$ cat src/rtl/seq_shift_mult_pkg.sv
// Shared definitions for the seq_shift_mult shift-and-add multiplier:
// FSM state encoding, counter width helper and product width helper.
package seq_shift_mult_pkg;

    localparam int X_DEFAULT = 8;

    typedef enum logic [1:0] {
        ST_IDLE = 2'd0,
        ST_RUN  = 2'd1,
        ST_DONE = 2'd2
    } state_t;

    function automatic int clog2(input int value);
        int r;
        r = 0;
        while ((1 << r) < value) begin
            r = r + 1;
        end
        return r;
    endfunction

    function automatic int prod_width(input int x);
        return 2 * x;
    endfunction

endpackage

$ cat src/rtl/pre_x_adder.sv
// X-bit carry-lookahead adder: every carry is expanded from generate/propagate
// terms of the lower bits rather than chained from the previous carry signal.
module pre_x_adder #(
    parameter int x = 8
) (
    input  logic [x-1:0] a,
    input  logic [x-1:0] b,
    input  logic         cin,
    output logic [x-1:0] sum,
    output logic         co
);

    logic [x-1:0] w_g;
    logic [x-1:0] w_p;
    logic [x:0]   w_c;
    logic         w_t;

    assign w_g = a & b;
    assign w_p = a ^ b;

    always_comb begin
        w_c    = '0;
        w_t    = 1'b0;
        w_c[0] = cin;
        for (int i = 0; i < x; i++) begin
            w_t = cin;
            for (int j = 0; j <= i; j++) begin
                w_t = w_g[j] | (w_p[j] & w_t);
            end
            w_c[i+1] = w_t;
        end
    end

    assign sum = w_p ^ w_c[x-1:0];
    assign co  = w_c[x];

endmodule

$ cat src/rtl/seq_shift_mult.sv
// Sequential unsigned X-by-X shift-and-add multiplier reusing one pre_x_adder.
// Optional macro ZERO_SKIP_EN: zero operands jump straight from IDLE to DONE.
module seq_shift_mult
    import seq_shift_mult_pkg::*;
#(
    parameter int X = X_DEFAULT
) (
    input  logic           clk,
    input  logic           rst,
    input  logic           in_valid,
    output logic           in_ready,
    input  logic [X-1:0]   a,
    input  logic [X-1:0]   b,
    output logic           out_valid,
    input  logic           out_ready,
    output logic [2*X-1:0] product,
    output logic           busy,
    output logic [1:0]     o_state
);

    localparam int CW = clog2(X);
    localparam int PW = prod_width(X);
    localparam logic [CW-1:0] CNT_LAST = CW'(X - 1);

    state_t          r_state;
    state_t          w_state;
    logic [X-1:0]    r_mcand;
    logic [X-1:0]    w_mcand;
    logic [X-1:0]    r_acc_hi;
    logic [X-1:0]    w_acc_hi;
    logic [X-1:0]    r_acc_lo;
    logic [X-1:0]    w_acc_lo;
    logic [CW-1:0]   r_cnt;
    logic [CW-1:0]   w_cnt;
    logic [X-1:0]    w_addend;
    logic [X-1:0]    w_sum;
    logic            w_co;
    logic [PW-1:0]   w_shifted;

    assign w_addend = r_acc_lo[0] ? r_mcand : '0;

    pre_x_adder #(.x(X)) u_adder (
        .a   (r_acc_hi),
        .b   (w_addend),
        .cin (1'b0),
        .sum (w_sum),
        .co  (w_co)
    );

    // The carry-out becomes the new MSB, so no partial-sum bit is ever lost.
    assign w_shifted = {w_co, w_sum, r_acc_lo[X-1:1]};

    always_ff @(posedge clk) begin
        if (rst) begin
            r_state  <= ST_IDLE;
            r_mcand  <= '0;
            r_acc_hi <= '0;
            r_acc_lo <= '0;
            r_cnt    <= '0;
        end else begin
            r_state  <= w_state;
            r_mcand  <= w_mcand;
            r_acc_hi <= w_acc_hi;
            r_acc_lo <= w_acc_lo;
            r_cnt    <= w_cnt;
        end
    end

    always_comb begin
        w_state  = r_state;
        w_mcand  = r_mcand;
        w_acc_hi = r_acc_hi;
        w_acc_lo = r_acc_lo;
        w_cnt    = r_cnt;
        case (r_state)
            ST_IDLE: begin
                if (in_valid) begin
                    w_mcand  = a;
                    w_acc_hi = '0;
                    w_acc_lo = b;
                    w_cnt    = '0;
                    w_state  = ST_RUN;
`ifdef ZERO_SKIP_EN
                    if (a == '0 || b == '0) begin
                        w_acc_lo = '0;
                        w_state  = ST_DONE;
                    end
`endif
                end
            end
            ST_RUN: begin
                {w_acc_hi, w_acc_lo} = w_shifted;
                // Counter holds at its last value instead of wrapping.
                if (r_cnt == CNT_LAST) begin
                    w_state = ST_DONE;
                end else begin
                    w_cnt = r_cnt + 1'b1;
                end
            end
            ST_DONE: begin
                if (out_ready) begin
                    w_state = ST_IDLE;
                end
            end
            default: begin
                w_state = ST_IDLE;
            end
        endcase
    end

    // Handshakes: a transfer happens on a rising edge where valid and ready are
    // both high; valid never drops without a transfer except on rst.
    assign in_ready  = (r_state == ST_IDLE);
    assign busy      = (r_state == ST_RUN);
    assign out_valid = (r_state == ST_DONE);
    assign product   = (r_state == ST_DONE) ? {r_acc_hi, r_acc_lo} : '0;
    assign o_state   = r_state;

endmodule

$ cat config.mk
export PLATFORM = sky130hd
export DESIGN_NAME = seq_shift_mult
export DESIGN_NICKNAME = d
export VERILOG_FILES = /design/src/rtl/seq_shift_mult_pkg.sv /design/src/rtl/pre_x_adder.sv /design/src/rtl/seq_shift_mult.sv
export SDC_FILE = /design/constraint.sdc
export NUM_CORES = 1
export LEC_CHECK = 0
export ABC_CLOCK_PERIOD_IN_PS = 4950
export CORE_MARGIN = 2
export CORE_UTILIZATION = 35
export DETAILED_ROUTE_END_ITERATION = 12
export SLEW_MARGIN = 20
export SYNTH_ARGS = -nofsm -noshare
export SYNTH_HDL_FRONTEND = slang
export SYNTH_SLANG_ARGS = --single-unit
$ cat constraint.sdc
create_clock -name clk -period 4.95 [get_ports clk]
set_clock_uncertainty 0.05 [all_clocks]
set_input_delay 0.495 -clock clk [delete_from_list [all_inputs] [get_ports clk]]
set_output_delay 0.495 -clock clk [all_outputs]
set_load 0.02 [all_outputs]
==> results.yml <==
outcome:
  outcome: "completed"
cells_and_area:
  area_growth_pct: 31.87
  antenna_cells: 0
  drive_above_1_share_pct: 4.525
  final_area_mm2: 0.001993
  fin_nets: 250
  final_util_pct: 48.78
  fillCellCount: 455
logic_synthesis:
  synth_edf_count: 0
  synth_nets: 216
  synthAdderAreaFrac_pct: 11.75
  synthFlopType: "dfxtp_1"
  syn_inst: 186
  synthTopCellsByArea: "dfxtp_1, nand2_1, fa_1, and2_1, a21oi_1"
  yosysSeqAreaShare_pct: 38.41
  synth_top_area_share_pct: 38.41
  netlist-cell-type-count: 26
  synth_area_mm2: 0.001511
  synth-seq-cells: 29
  syn_avg_cell_area_um2: 8.126
  synth_top_family_by_area: "simple AND/OR/NAND/NOR gates"
  synth.most_common_cell: "nand2_1"
  synth-simple-area-share_pct: 30.38
  ys_warn_count: 0
  synthArstFlopShare_pct: 0
  muxShareOfSynthArea_pct: 0
  synth_compound_area_share_pct: 12.67
  synthTopCellsByCount: "nand2_1, dfxtp_1, and2_1, a21oi_1"
  synth_xor_area_share_pct: 0
  synth_top_area_cell: "dfxtp_1"
clock_network:
  cts_resized: 0
  h-tree-depth: 2
  cts-root-buf: "clkbuf_8"
  cts_buffers: 5
  clk_transition_reported_paths_ns: 0.06
  cts_sinks: 29
  cts_tree: "done"
  cts_setup_buffers: 0
  clk_latency_ns: 0.28
  ctsHoldBuffers: 0
  clockBufferDepth: 2
timing:
  max_freq_ghz: 0.2636
  grt_setup_unrepaired: "false"
  drv_slew: 0
  min_period_ns: 3.793
  finalHoldViolCount: 0
  setup_slack_ns: 1.157
  whs_ns: 0.4006
  finalSetupTns_ns: 0
  max_slew_margin_pct: 42.67
  tightest_slew_ns: 0.8581
  finalCritPeriodShare_pct: 76.63
  finalSetupViolCount: 0
die:
  core_area_mm2: 0.004086
  initial_utilization_pct: 36.99
  die_height_um: 69.72
  die_area_mm2: 0.004860
  io_pins: 41
  rows: 23
  dieWidth_um: 69.72
grt:
  track_usage_pct: 14.63
  antenna_found_initial: 0
  grt_pass1_vias: 1225
  grt_first_pass_wirelength_um: 5637
  grt_max_degree: 32
  grt_overflow_total: 0
routing:
  drt_iter0_drc: 80
  drc: 0
  vias: 1310
  dr.pass1.iters: 4
  vias_per_cell: 4.834
  wl_um: 3314
  wl_per_cell_um: 12.23
  antenna_left: 0
pwr:
  p_leak_nw: 0.7042
  powerDensity_mw_per_mm2: 254.0
  irDropWorstVdd_mv: 0.2012
worst_setup_path:
  startpoint_type: "flop"
  path_max_fanout: 10
  crit_required_ns: 5.04
  crit_type: "reg -> reg"
  rr_worst_depth: 14
  end_kind: "flop"
  critical_path_arrival_ns: 3.89
place:
  pre_cts_ws_ns: 1.102
  io_buffer_count: 40
  gp_congestion: 0.8014
  dp.final_hpwl_um: 2296
  place_area_mm2: 0.001916
min_path:
  holdPathStages: 2
  hp-class: "reg -> reg"
run:
  cap_viol_max_count: 0
-- cells in the final DEF, fill, tap and decap left out --
cell              n
or3b_2            1
a311oi_1          8
nor3b_1           1
fa_1              7
nor2_1           10
nand2_1          39
a22oi_1           1
buf_2             1
a21oi_2           1
or3b_1            1
ha_1              3
inv_4             1
o21ai_0           2
o21ba_1           1
a21oi_1          17
or2_1             1
clkdlybuf4s50_1  39
clkbuf_8          5
inv_1            10
and2_1           18
nor2b_2           1
nand4b_1          2
nand2b_1         10
clkbuf_1          3
nand3_1           9
dfxtp_1          29
-- metal layers --
layer | wire (um) | vias to the layer above | GRT usage, %
met3 | 134 | 8 | 3.488
met5 | 0 | - | 0
li1 | - | 673 | -
met1 | 1605 | 602 | 18.50
met2 | 1499 | 27 | 23.08
met4 | 75 | 0 | 7.692
-- registers in the layout, indices dropped and copies added, names as in the netlist --
name	count
r_acc_hi	8
r_acc_lo	8
r_mcand	8
r_cnt	3
o_state	2
-- where the power goes --
| part | switching, W | internal, W |
|---|---|---|
| clock | 0.0000850 | 0.0000996 |
| sequential | 0.00000980 | 0.000246 |
| combinational | 0.0000360 | 0.0000300 |
-- worst paths after layout --
check | end | startpoint | slack (ns)
setup / recovery | r_acc_hi[6] | r_acc_lo[0] | 1.16
hold / removal | r_mcand[0] | r_mcand[0] | 0.40
setup reg to reg | r_acc_hi[6] | r_acc_lo[0] | 1.16
hold reg to reg | r_mcand[0] | r_mcand[0] | 0.40
-- critical path, cell delays in order (launching register included) --
cell and delay (ns):
dfxtp_1 0.46, and2_1 0.17, ha_1 0.13, inv_1 0.04, fa_1 0.38, fa_1 0.39
fa_1 0.36, inv_1 0.07, fa_1 0.15, inv_1 0.04, fa_1 0.38, fa_1 0.40
fa_1 0.48, nand2b_1 0.09, a21oi_1 0.06
-- layout make-up --
cell class,instances,area [um2],area share (%)
timing repair buffer,40,395.4,19.84
clock buffer,8,80.08,4.018
multi-input combinational,133,830.8,41.68
inverter,11,43.79,2.197
sequential,29,580.6,29.13
tap,50,62.56,3.139
-- stage by stage --
step | power, W | std cells
2_1_floorplan | 0.0003007 | 186
3_5_place_dp | 0.0003276 | 263
3_3_place_gp | 0.0003272 | 263
6_report | 0.0005063 | 271
4_1_cts | 0.0005138 | 271
5_1_grt | 0.0005304 | 271
-- kinds of logic (layout without fill, tap and decap cells) --
group	count (synthesis)	count (layout)
DFF	29	29
AOI/OAI and AO/OA	30	30
and+or+nand+nor	93	93
buffers and inverters	24	59
adders and majority gates	10	10
No activity file was read; power rests on OpenSTA's default activity.
